[config.mk]
export PLATFORM = sky130hd
export DESIGN_NAME = mem_arbiter
export DESIGN_NICKNAME = d
export VERILOG_FILES = /design/src/rtl/mem_arbiter.sv
export SDC_FILE = /design/constraint.sdc
export NUM_CORES = 1
export LEC_CHECK = 0
export ABC_AREA = 1
export ABC_CLOCK_PERIOD_IN_PS = 4800
export BUFFER_PORTS_ARGS = -buffer_cell sky130_fd_sc_hd__buf_2
export CORE_MARGIN = 5
export CORE_UTILIZATION = 44
export CTS_CLUSTER_DIAMETER = 100
export DETAILED_ROUTE_END_ITERATION = 12
export PLACE_DENSITY_LB_ADDON = 0.15
export SETUP_SLACK_MARGIN = 0.15
export SYNTH_ARGS = -nofsm -noshare
export SYNTH_HDL_FRONTEND = slang
export SYNTH_SLANG_ARGS = --single-unit
[constraint.sdc]
create_clock -name clk -period 4.8 [get_ports clk]
set_input_delay 0.48 -clock clk [delete_from_list [all_inputs] [get_ports clk]]
set_output_delay 0.48 -clock clk [all_outputs]
set_load 0.005 [all_outputs]
[src/rtl/mem_arbiter.sv]
// -----------------------------------------------------------------------------
// mem_arbiter
//   Shares one single-ported memory (req/ack handshake) between the MIPS core's
//   fetch port and memory-stage data port. Instructions and data live in one
//   unified memory. Per-port stall outputs feed the hazard unit's global stall.
//
//   Optional feature: define ARB_TIMEOUT_EN to abort an access that has waited
//   TIMEOUT mem_req cycles without mem_ack (sets sticky err, returns rdata=0).
//
// Parameters
//   AW       address width
//   DW       data width
//   TIMEOUT  busy cycles without ack before abort (ARB_TIMEOUT_EN only)
//
// Ports
//   clk, reset                 clock, asynchronous active-high reset
//   i_req/i_addr               fetch request/address (held while i_stall=1)
//   i_rdata/i_stall            fetched word, fetch-not-yet-serviced
//   d_req/d_we/d_addr/d_wdata  data request, 1=store, address, store data
//   d_rdata/d_stall            load data, data-not-yet-serviced
//   mem_req/mem_we             memory request (held until ack), write enable
//   mem_addr/mem_wdata         memory address, write data
//   mem_rdata/mem_ack          memory read data, one-cycle completion pulse
//   err                        sticky timeout flag (0 without ARB_TIMEOUT_EN)
// -----------------------------------------------------------------------------
module mem_arbiter #(
  parameter int AW      = 32,
  parameter int DW      = 32,
  parameter int TIMEOUT = 16
) (
  input  logic          clk,
  input  logic          reset,
  input  logic          i_req,
  input  logic [AW-1:0] i_addr,
  output logic [DW-1:0] i_rdata,
  output logic          i_stall,
  input  logic          d_req,
  input  logic          d_we,
  input  logic [AW-1:0] d_addr,
  input  logic [DW-1:0] d_wdata,
  output logic [DW-1:0] d_rdata,
  output logic          d_stall,
  output logic          mem_req,
  output logic          mem_we,
  output logic [AW-1:0] mem_addr,
  output logic [DW-1:0] mem_wdata,
  input  logic [DW-1:0] mem_rdata,
  input  logic          mem_ack,
  output logic          err
);

  typedef enum logic [2:0] {
    IDLE,
    I_BUSY,
    D_BUSY,
    I_DONE,
    D_DONE
  } state_t;

  state_t r_state;
  state_t w_next;
  logic   r_last_d;
  logic   w_grant_d;
  logic   w_grant_i;
  logic   w_busy;
  logic   w_timeout;
  logic   w_finish;

  assign w_busy   = (r_state == I_BUSY) || (r_state == D_BUSY);
  assign w_finish = w_busy && (mem_ack || w_timeout);

`ifdef ARB_TIMEOUT_EN
  localparam int CW = $clog2(TIMEOUT + 1);

  logic [CW-1:0] r_cnt;
  logic          r_err;

  assign w_timeout = w_busy && !mem_ack && (r_cnt == CW'(TIMEOUT - 1));

  always_ff @(posedge clk or posedge reset) begin
    if (reset) begin
      r_cnt <= '0;
      r_err <= 1'b0;
    end else begin
      if (w_busy && !mem_ack && !w_timeout) r_cnt <= r_cnt + CW'(1);
      else                                  r_cnt <= '0;
      if (w_timeout) r_err <= 1'b1;
    end
  end

  assign err = r_err;
`else
  assign w_timeout = 1'b0;
  assign err       = 1'b0;
`endif

  // Data normally wins (older instruction); right after a data grant a
  // pending fetch wins once so the fetch port cannot starve.
  always_comb begin
    w_next    = r_state;
    w_grant_d = 1'b0;
    w_grant_i = 1'b0;
    unique case (r_state)
      IDLE: begin
        if (d_req && (!i_req || !r_last_d)) begin
          w_next    = D_BUSY;
          w_grant_d = 1'b1;
        end else if (i_req) begin
          w_next    = I_BUSY;
          w_grant_i = 1'b1;
        end
      end
      I_BUSY:  if (mem_ack || w_timeout) w_next = I_DONE;
      D_BUSY:  if (mem_ack || w_timeout) w_next = D_DONE;
      I_DONE:  w_next = IDLE;
      D_DONE:  w_next = IDLE;
      default: w_next = IDLE;
    endcase
  end

  always_ff @(posedge clk or posedge reset) begin
    if (reset) r_state <= IDLE;
    else       r_state <= w_next;
  end

  always_ff @(posedge clk or posedge reset) begin
    if (reset) begin
      mem_req   <= 1'b0;
      mem_we    <= 1'b0;
      mem_addr  <= '0;
      mem_wdata <= '0;
      i_rdata   <= '0;
      d_rdata   <= '0;
      r_last_d  <= 1'b0;
    end else begin
      if (w_grant_d) begin
        mem_req   <= 1'b1;
        mem_we    <= d_we;
        mem_addr  <= d_addr;
        mem_wdata <= d_wdata;
        r_last_d  <= 1'b1;
      end else if (w_grant_i) begin
        mem_req   <= 1'b1;
        mem_we    <= 1'b0;
        mem_addr  <= i_addr;
        mem_wdata <= '0;
        r_last_d  <= 1'b0;
      end else if (w_finish) begin
        mem_req <= 1'b0;
        mem_we  <= 1'b0;
      end

      // An aborted access returns zero so the pipeline sees a defined value.
      if (r_state == I_BUSY) begin
        if (mem_ack)        i_rdata <= mem_rdata;
        else if (w_timeout) i_rdata <= '0;
      end
      if (r_state == D_BUSY) begin
        if (mem_ack && !mem_we) d_rdata <= mem_rdata;
        else if (w_timeout)     d_rdata <= '0;
      end
    end
  end

  assign i_stall = i_req && (r_state != I_DONE);
  assign d_stall = d_req && (r_state != D_DONE);

endmodule

==> results.py, run 1 <==
metrics = {
    "run_status": {
        "status": "finished, final reports clean",
    },
    "route": {
        "routedWlPerCell_um": 14.2,
        "ant_nets": 0,
        "dr.pass1.iters": 6,
        "viasPerCell": 4.64,
        "wl_um": 15100,
        "drc": 0,
        "vias": 4955,
        "drt_iter0_drc": 433,
    },
    "power_and_ir_drop": {
        "power.density_mw_per_mm2": 662,
        "ir_worst_vdd_uv": 297,
        "p_total_mw": 4.93,
        "leakage_nw": 4.38,
    },
    "worst_setup_path": {
        "path_buf_inv": 1,
        "slowest_stage": "nor2_4",
        "cpPeakStageDelay_ps": 620,
        "rr_worst_depth": 6,
        "cp_max_fo": 35,
        "start_kind": "register",
        "worstSetupPathType": "reg -> reg",
        "required_ps": 5140,
        "crit_top_cell": "nand2_1",
        "crit_chain": "nor2_4 > nand2_1 > nor2_4 > buf_4 > nand2_1 > nand2_1",
        "cp.arrival_ps": 2430,
        "critPathTopFamily": "simple AND/OR/NAND/NOR gates",
        "critical_path_depth": 6,
        "cp-end-kind": "register",
    },
    "placed_design": {
        "dpl_cell_area_mm2": 0.00683,
        "hpwl_um": 10800,
        "port_buffers": 265,
        "placed_cells": 1034,
        "routabilityCongestion": 0.831,
    },
    "yosys": {
        "synth_seq_cells": 134,
        "synth_flop_cell": "dfrtp_1",
        "yosys_warnings": 0,
        "syn_inst": 631,
        "syn_area_mm2": 0.00545,
        "avgSynthCellArea_um2": 8.64,
        "synth_edf_count": 0,
        "synthTopCellsByArea": "dfrtp_1 61%, nand2_1 17%, o21ai_1 8.0%",
        "synthArstFlopShare_pct": 100,
        "synth_top_area_share_pct": 61.5,
        "synth.net_count": 765,
        "synth_top_area_cell": "dfrtp_1",
        "synth-seq-area-share_pct": 61.5,
        "ys_types": 17,
    },
    "floorplan": {
        "die_area_mm2": 0.0147,
        "die_h_um": 121,
        "rows": 40,
        "ios": 267,
        "fp.dieW_um": 121,
        "initial_core_util_pct": 45.2,
        "core_mm2": 0.0121,
    },
    "global_routing": {
        "grt_pass1_vias": 4838,
        "track_usage_pct": 20.3,
        "grt_max_degree": 101,
        "grt_pass1_wl_um": 23600,
        "grt_overflow": 0,
        "antenna_found_initial": 1,
    },
    "cts": {
        "cts_num_sinks": 134,
        "htree_levels": 4,
        "cts_made_buffers": 17,
        "hold_buffers": 0,
        "cts_tree": "done",
        "cts_setup_buffers": 0,
        "cts_resized": 0,
        "worstSkewPairLatency_ps": 410,
        "clkSlewWorstSetupHoldPaths_ps": 60,
        "root_buffer": "clkbuf_16",
        "cts_buffer_depth": 2,
    },
    "cells_and_area": {
        "finalNetCount": 1019,
        "fin_util_pct": 61.8,
        "syn_to_final_growth_pct": 36.7,
        "ff_latch_area_mm2": 0.00335,
        "final_cells": 1067,
        "layout-drive-gt1-share_pct": 34.2,
        "stdcell_area_mm2": 0.00746,
        "fillers": 1091,
        "multi_input_area_mm2": 0.00175,
    },
    "sta": {
        "slew_violations": 0,
        "finClkSkew_ps": 5.03,
        "slew_headroom_pct": 24.1,
        "layout_min_cycle_time_ps": 2090,
        "setup_viol": 0,
        "timing.fmax_mhz": 478,
        "tns_ps": 0,
        "fin_crit_sh_pct": 43.6,
        "rsz0062_at_grt": "false",
        "worst_pin_slew_ps": 1130,
        "hold_viol": 0,
    },
    "worst_hold_path": {
        "min-delay-path-class": "in -> async",
    },
    "run": {
        "cap_violations": 0,
    },
}
[worst reg2reg max path: stages, from the launching register on]
cell,delay (ps)
dfrtp_1,430
nor2_4,180
nand2_1,140
nor2_4,620
buf_4,450
nand2_1,120
nand2_1,80
[power by group]
| part | internal [mW] | switching (mW) | leakage [nW] |
|---|---|---|---|
| registers | 1.63 | 0.270 | 1.69 |
| clock network | 0.907 | 0.459 | 0.307 |
| logic | 0.699 | 0.966 | 2.38 |
| total | 3.24 | 1.70 | 4.38 |
[worst paths after layout]
| kind | slack, ps | start | end |
|---|---|---|---|
| hold reg to reg | 470 | mem_addr[12]$_DFFE_PP0P_ | mem_addr[12]$_DFFE_PP0P_ |
| hold / removal | 110 | reset | d_rdata[23]$_DFFE_PP0P_ |
| setup reg to reg | 2710 | r_state[2]$_DFFE_PP0P_ | mem_wdata[4]$_DFFE_PP0P_ |
| setup / recovery | 2710 | r_state[2]$_DFFE_PP0P_ | mem_wdata[4]$_DFFE_PP0P_ |
| min in group clk | 270 | d_wdata[5] | mem_wdata[5]$_DFFE_PP0P_ |
| max in group asynchronous | 3700 | reset | mem_addr[25]$_DFFE_PP0P_ |
[cells in the final DEF (no fill, tap or decap), drive strengths merged]
cell type  instances
conb               1
o21ai             98
nor2              71
nand2            242
clkinv             4
a31oi              1
clkbuf            23
clkinvlp           1
buf              269
a21oi              1
nand3              8
inv               41
dfrtp            134
bufinv             4
diode              1
[sequential cells by signal, summed over array words and instances, names as in the netlist]
register / count
d_rdata: 32
i_rdata: 32
mem_addr: 32
mem_wdata: 32
r_state: 3
mem_req: 1
mem_we: 1
r_last_d: 1
[cells in the mapped netlist, types with 2 or more instances]
library cell / n
inv_1: 38
nand3_1: 8
nand2_1: 240
nand2_2: 2
o21ai_1: 87
inv_2: 3
nor2_1: 69
o21ai_0: 11
dfrtp_1: 134
buf_4: 4
buf_6: 5
buf_2: 25
[area by class of cell]
class,instances,share of cell area (%)
Timing Repair Buffer,269,18.2
Clock buffer,23,6.41
Inverter,41,2.10
Antenna cell,1,0.0336
Tap cell,168,2.82
Clock inverter,9,1.98
Multi-Input combinational cell,422,23.5
Sequential cell,134,45.0
[cells by family (layout without fill, tap and decap cells)]
logic type / count (synthesis) / after routing / synth area share, %
other cells: 1 / 2 / 0.0688
buf+inv: 75 / 342 / 6.70
simple gates: 321 / 321 / 22.6
flops: 134 / 134 / 61.5
compound gates: 100 / 100 / 9.20
[per-layer routing]
metal  share of wire, %  GRT usage (%)  up-vias
li1                   -              -     2478
met1                 40           24.8     2238
met2                 48           32.9      209
met3                9.3           7.04       30
met4                2.7           8.47        0
met5                  0              0        -
[metrics by stage]
stage | worst slack (ps) | hold slack, ps
3_3_place_gp | 2740 | 458
4_1_cts | 2700 | 107
6_report | 2710 | 105
3_5_place_dp | 2680 | 460
2_1_floorplan | 737 | 453
5_1_grt | 2510 | 132
Power figures use the tool's default switching activity.
==> run 2: changes to the inputs <==
- ABC_AREA: 1 -> 0
- ABC_CLOCK_PERIOD_IN_PS: 4800 -> 2200
- clock period: 4.8 -> 2.2 ns (I/O delays scaled with it)
==> results.py, run 2 <==
metrics = {
    "run_status": {
        "status": "finished, final reports clean",
    },
    "floorplan": {
        "fp.dieW_um": 122,
        "core_mm2": 0.0122,
        "die_area_mm2": 0.0149,
        "rows": 40,
        "initial_core_util_pct": 45.3,
        "die_h_um": 122,
        "ios": 267,
    },
    "worst_setup_path": {
        "cp.arrival_ps": 2070,
        "cp_max_fo": 32,
        "required_ps": 2480,
        "worst-r2r-setup-slack_ps": 410,
        "worstSetupPathType": "reg -> reg",
        "cp-end-kind": "register",
        "start_kind": "register",
    },
    "yosys": {
        "synthTopCellsByArea": "dfrtp_1 61%, mux2_2 6.7%, mux2_1 6.3%",
        "yosys_warnings": 0,
        "synthTopCellsByCount": "134 x dfrtp_1, 34 x a21oi_1, 34 x nor2_1",
        "synth_seq_cells": 134,
        "post-synth-top-count-cell": "dfrtp_1",
        "avgSynthCellArea_um2": 13.0,
        "ys_types": 35,
        "synthArstFlopShare_pct": 100,
        "synth_flop_cell": "dfrtp_1",
        "syn_area_mm2": 0.00551,
        "synth_top_area_cell": "dfrtp_1",
        "synth-seq-area-share_pct": 60.9,
        "synth.net_count": 559,
        "syn_inst": 425,
        "synth_top_area_share_pct": 60.9,
        "synth_edf_count": 0,
    },
    "placed_design": {
        "hpwl_um": 11000,
        "routabilityCongestion": 0.782,
        "pre_cts_ws_ps": 405,
        "placed_cells": 835,
        "port_buffers": 265,
    },
    "cts": {
        "clkSlewWorstSetupHoldPaths_ps": 60,
        "cts_num_sinks": 134,
        "cts_tree": "done",
        "cts_buffer_depth": 2,
        "cts_made_buffers": 17,
        "worstSkewPairLatency_ps": 410,
        "cts_resized": 0,
        "htree_levels": 4,
        "root_buffer": "clkbuf_16",
    },
    "sta": {
        "worst_pin_slew_ps": 675,
        "timing.fmax_mhz": 560,
        "slew_violations": 0,
        "fin_crit_sh_pct": 81.2,
        "fin_ws_ps": 414,
        "setup_viol": 0,
        "finClkSkew_ps": 9.68,
        "hold_viol": 0,
        "layout_min_cycle_time_ps": 1790,
        "slew_headroom_pct": 54.9,
        "tns_ps": 0,
        "rsz0062_at_grt": "false",
    },
    "route": {
        "drt_iter0_drc": 247,
        "wl_met1_um": 6140,
        "dr.pass1.iters": 5,
        "top_layer": "met4",
        "routedWlPerCell_um": 17.4,
        "wl_um": 15100,
        "drc": 0,
        "vias": 4504,
        "viasPerCell": 5.19,
        "wl_met3_um": 1370,
        "met2_length_um": 7300,
        "ant_nets": 0,
    },
    "cells_and_area": {
        "ff_latch_area_mm2": 0.00335,
        "final_cells": 868,
        "final_cell_mix": "265 x buf_2, 134 x dfrtp_1, 34 x a21oi_1, 33 x nor2_1, 33 x mux2_2",
        "multi_input_area_mm2": 0.00191,
        "fillers": 998,
        "insertedDiodeCount": 0,
        "finalNetCount": 821,
        "layout-drive-gt1-share_pct": 50.4,
        "mostFrequentLayoutCell": "buf_2",
        "syn_to_final_growth_pct": 39.0,
    },
    "power_and_ir_drop": {
        "power.density_mw_per_mm2": 1520,
        "power.switching_mw": 3.72,
        "ir_worst_vdd_uv": 603,
        "sw_frac_of_total_pct": 31.9,
        "clockPowerShare_pct": 27.2,
        "power_frac_comb_pct": 35.0,
        "leakage_nw": 3.84,
        "p_int_mw": 7.92,
        "pwr-share-seq_pct": 37.8,
        "p_total_mw": 11.6,
    },
    "global_routing": {
        "grt_overflow": 0,
        "grt_max_degree": 52,
        "grt_pass1_wl_um": 24100,
        "track_usage_pct": 20.8,
        "grt_pass1_vias": 4674,
        "antenna_found_initial": 0,
    },
    "worst_hold_path": {
        "min-delay-path-class": "in -> reg",
    },
    "run": {
        "cap_violations": 0,
    },
}
## run 2: cell types whose count changed in the layout (fill, tap and decap cells not counted), sizes merged, moves of 10 or more
cell	delta
o21ai	-65
inv	-39
nor2	-36
buf	+10
a21oi	+33
nand2	-240
a22o	+32
mux2	+64
o31ai	+32
## run 2: path summary, 6_finish.rpt
check	from	to	depth (start not counted)
max	r_state[0]$_DFFE_PP0P_	i_rdata[18]$_DFFE_PP0P_	4
min	d_wdata[25]	mem_wdata[25]$_DFFE_PP0P_	2
max reg2reg	r_state[0]$_DFFE_PP0P_	i_rdata[18]$_DFFE_PP0P_	4
min reg2reg	d_rdata[16]$_DFFE_PP0P_	d_rdata[16]$_DFFE_PP0P_	1
max in group asynchronous	reset	d_rdata[10]$_DFFE_PP0P_	4
min in group asynchronous	reset	i_rdata[30]$_DFFE_PP0P_	3
## run 2: repair_timing
action / 4_1_cts / 5_1_grt
endpoints found under the setup margin: 0 / 0
setup buffers: 0 / 0
hold buffers: 1 / 0
endpoints found under the hold margin: 24 / 0
## run 2: critical path: stages (launching register included)
cell,delay (ps)
dfrtp_1,580
nand2_1,150
nor3_4,120
buf_4,400
mux2_2,390
## run 2: metrics by stage
stage                     instance area (um2)  hold slack, ps  util (%)
after floorplan                          5510             353         -
after global placement                   6970             353      57.3
after detailed placement                 6970             348      57.3
after CTS                                7660            2.17      63.0
after global routing                     7660            6.59      63.0
final                                    7660            24.8      63.0
## run 2: power by group through the flow
| stage | clock [mW] | sequential (mW) | combinational, mW |
|---|---|---|---|
| 3_3_place_gp | 0 | 4.39 | 4.04 |
| 2_1_floorplan | 0 | 4.42 | 2.33 |
| 3_5_place_dp | 0 | 4.41 | 4.16 |
| 6_report | 3.17 | 4.40 | 4.07 |
| 4_1_cts | 3.23 | 4.41 | 4.15 |
| 5_1_grt | 3.35 | 4.56 | 4.51 |
## run 2: layout make-up
| cell class | instances | area share [%] |
|---|---|---|
| Clock buffer | 21 | 6.27 |
| Clock inverter | 11 | 2.55 |
| Inverter | 3 | 0.196 |
| Multi-Input combinational cell | 251 | 25.0 |
| Sequential cell | 134 | 43.8 |
| Tap cell | 168 | 2.75 |
| Timing Repair Buffer | 280 | 19.5 |
## run 2: cells by family after synthesis
group / after synthesis / synth area share, %
flip-flops: 134 / 60.9
XOR/XNOR: 1 / 0.159
multiplexers: 64 / 13.1
other: 1 / 0.0681
AND/OR/NAND/NOR: 47 / 4.38
AO/OA/AOI/OAI: 138 / 16.6
buffers and inverters: 40 / 4.81
## run 2: metal layers
layer / GRT usage (%) / vias up
li1: - / 2074
met1: 26.8 / 2177
met2: 32.9 / 226
met3: 6.69 / 27
met4: 7.56 / 0
met5: 0 / -
==> run 3: changes to the inputs <==
- ABC_CLOCK_PERIOD_IN_PS: 2200 -> 1550
- CORE_UTILIZATION: 44 -> 42
- clock period: 2.2 -> 1.55 ns (I/O delays scaled with it)
==> results.py, run 3 (same netlist as run 2, synthesis figures left out) <==
metrics = {
    "power_and_ir_drop": {
        "leakage_nw": 4.57,
        "power_frac_comb_pct": 46.2,
        "power.density_mw_per_mm2": 2060,
        "pwr-share-seq_pct": 33.4,
        "sw_frac_of_total_pct": 33.5,
        "clockPowerShare_pct": 20.4,
        "p_total_mw": 19.1,
        "power.switching_mw": 6.40,
        "p_int_mw": 12.7,
        "ir_worst_vdd_uv": 1200,
    },
    "global_routing": {
        "grt_overflow": 0,
        "grt_pass1_wl_um": 29600,
        "antenna_found_initial": 1,
        "track_usage_pct": 23.9,
        "grt_max_degree": 35,
        "grt_pass1_vias": 5388,
    },
    "sta": {
        "hold_slack_ps": 30.5,
        "fin_crit_sh_pct": 104,
        "timing.fmax_mhz": 623,
        "fin_ws_ps": -54.3,
        "finClkSkew_ps": 6.52,
        "tns_ps": -986,
        "setup_viol": 69,
        "slew_violations": 0,
        "slew_headroom_pct": 66.1,
        "layout_min_cycle_time_ps": 1600,
        "hold_viol": 0,
        "rsz0062_at_grt": "true",
        "worst_pin_slew_ps": 507,
    },
    "cts": {
        "htree_levels": 4,
        "clkSlewWorstSetupHoldPaths_ps": 60,
        "cts_made_buffers": 17,
        "worstSkewPairLatency_ps": 420,
        "cts_tree": "done",
        "cts_buffer_depth": 2,
        "root_buffer": "clkbuf_16",
        "cts_num_sinks": 134,
    },
    "worst_setup_path": {
        "path_buf_inv": 3,
        "cp.arrival_ps": 1900,
        "critPathTopFamily": "flip-flops",
        "cp_max_fo": 16,
        "start_kind": "register",
        "crit_chain": "buf_6 > nand2_4 > nor3_4 > buf_4 > buf_12 > mux2_2",
        "cpPeakStageDelay_ps": 440,
        "slowest_stage": "dfrtp_2",
        "worstSetupPathType": "reg -> reg",
        "required_ps": 1850,
        "cp-end-kind": "register",
    },
    "floorplan": {
        "core_mm2": 0.0127,
        "ios": 267,
        "fp.dieW_um": 125,
        "die_area_mm2": 0.0155,
        "die_h_um": 125,
        "initial_core_util_pct": 43.3,
        "rows": 41,
    },
    "route": {
        "wl_met1_um": 7750,
        "ant_nets": 0,
        "top_layer": "met4",
        "viasPerCell": 5.27,
        "wl_met3_um": 1250,
        "routedWlPerCell_um": 20.2,
        "vias": 5104,
        "dr.pass1.iters": 5,
        "wl_um": 19600,
        "drt_iter0_drc": 383,
        "met2_length_um": 10200,
        "drc": 0,
    },
    "cells_and_area": {
        "stdcell_area_mm2": 0.00925,
        "finalNetCount": 918,
        "fillers": 863,
        "layout-drive-gt1-share_pct": 58.3,
        "mostFrequentLayoutCell": "buf_2",
        "fin_util_pct": 72.7,
        "final_cell_mix": "265 x buf_2, 131 x dfrtp_1, 65 x dlygate4sd3_1, 48 x mux2_4",
        "final_cells": 969,
        "syn_to_final_growth_pct": 67.9,
    },
    "placed_design": {
        "placed_cells": 850,
        "routabilityCongestion": 0.815,
        "dpl_cell_area_mm2": 0.00733,
        "port_buffers": 265,
        "pre_cts_ws_ps": -107,
        "hpwl_um": 11600,
    },
    "run_status": {
        "status": "complete, but fails checks",
        "violations": "negative setup slack",
    },
    "worst_hold_path": {
        "min-delay-path-class": "in -> reg",
    },
    "run": {
        "cap_violations": 0,
    },
}
[run 3: final timing paths]
kind / slack [ps] / startpoint / end / cells past startpoint
worst min-delay path: 30 / d_addr[15] / mem_addr[15]$_DFFE_PP0P_ / 3
worst max-delay path: -50 / r_state[0]$_DFFE_PP0P_ / i_rdata[0]$_DFFE_PP0P_ / 6
min in group asynchronous: 350 / reset / d_rdata[19]$_DFFE_PP0P_ / 3
max in group asynchronous: 660 / reset / i_rdata[23]$_DFFE_PP0P_ / 4
worst min register to register: 480 / mem_addr[0]$_DFFE_PP0P_ / mem_addr[0]$_DFFE_PP0P_ / 2
worst max register to register: -50 / r_state[0]$_DFFE_PP0P_ / i_rdata[0]$_DFFE_PP0P_ / 6
[run 3: what timing repair did]
item | in CTS | in global routing
endpoints found under the setup margin | 132 | 132
resized for setup | 41 | 37
hold endpoints to repair | 107 | 0
pin swaps | 4 | 7
hold buffers | 65 | 0
cloned | 4 | 10
setup buffers | 5 | 3
[run 3: layer usage]
layer  vias to the layer above  track usage (%)
met1                      2573             28.6
met2                       228             40.9
met5                         -                0
li1                       2270                -
met3                        33             6.90
met4                         0             8.90
[run 3: cell type report]
cell class / instances / area (um2) / area share [%]
antenna: 1 / 2.50 / 0.0271
clock buffer: 20 / 457 / 4.94
clock inverter: 11 / 108 / 1.16
inverter: 3 / 15.0 / 0.162
multi-input combinational: 251 / 2340 / 25.3
sequential: 134 / 3360 / 36.3
tap: 172 / 215 / 2.33
timing repair buffer: 377 / 2760 / 29.8
[run 3: power by group through the flow]
stage | sequential [mW] | clock (mW) | combinational (mW)
6_report | 6.38 | 3.88 | 8.82
5_1_grt | 6.58 | 4.11 | 9.41
4_1_cts | 6.31 | 3.94 | 7.86
3_5_place_dp | 6.28 | 0 | 6.89
3_3_place_gp | 6.24 | 0 | 6.74
2_1_floorplan | 6.31 | 0 | 3.96
[run 3: worst register-to-register path, cell delays in order, from the launching register on]
cell	delay [ps]
dfrtp_2	440
buf_6	120
nand2_4	40
nor3_4	200
buf_4	150
buf_12	160
mux2_2	370
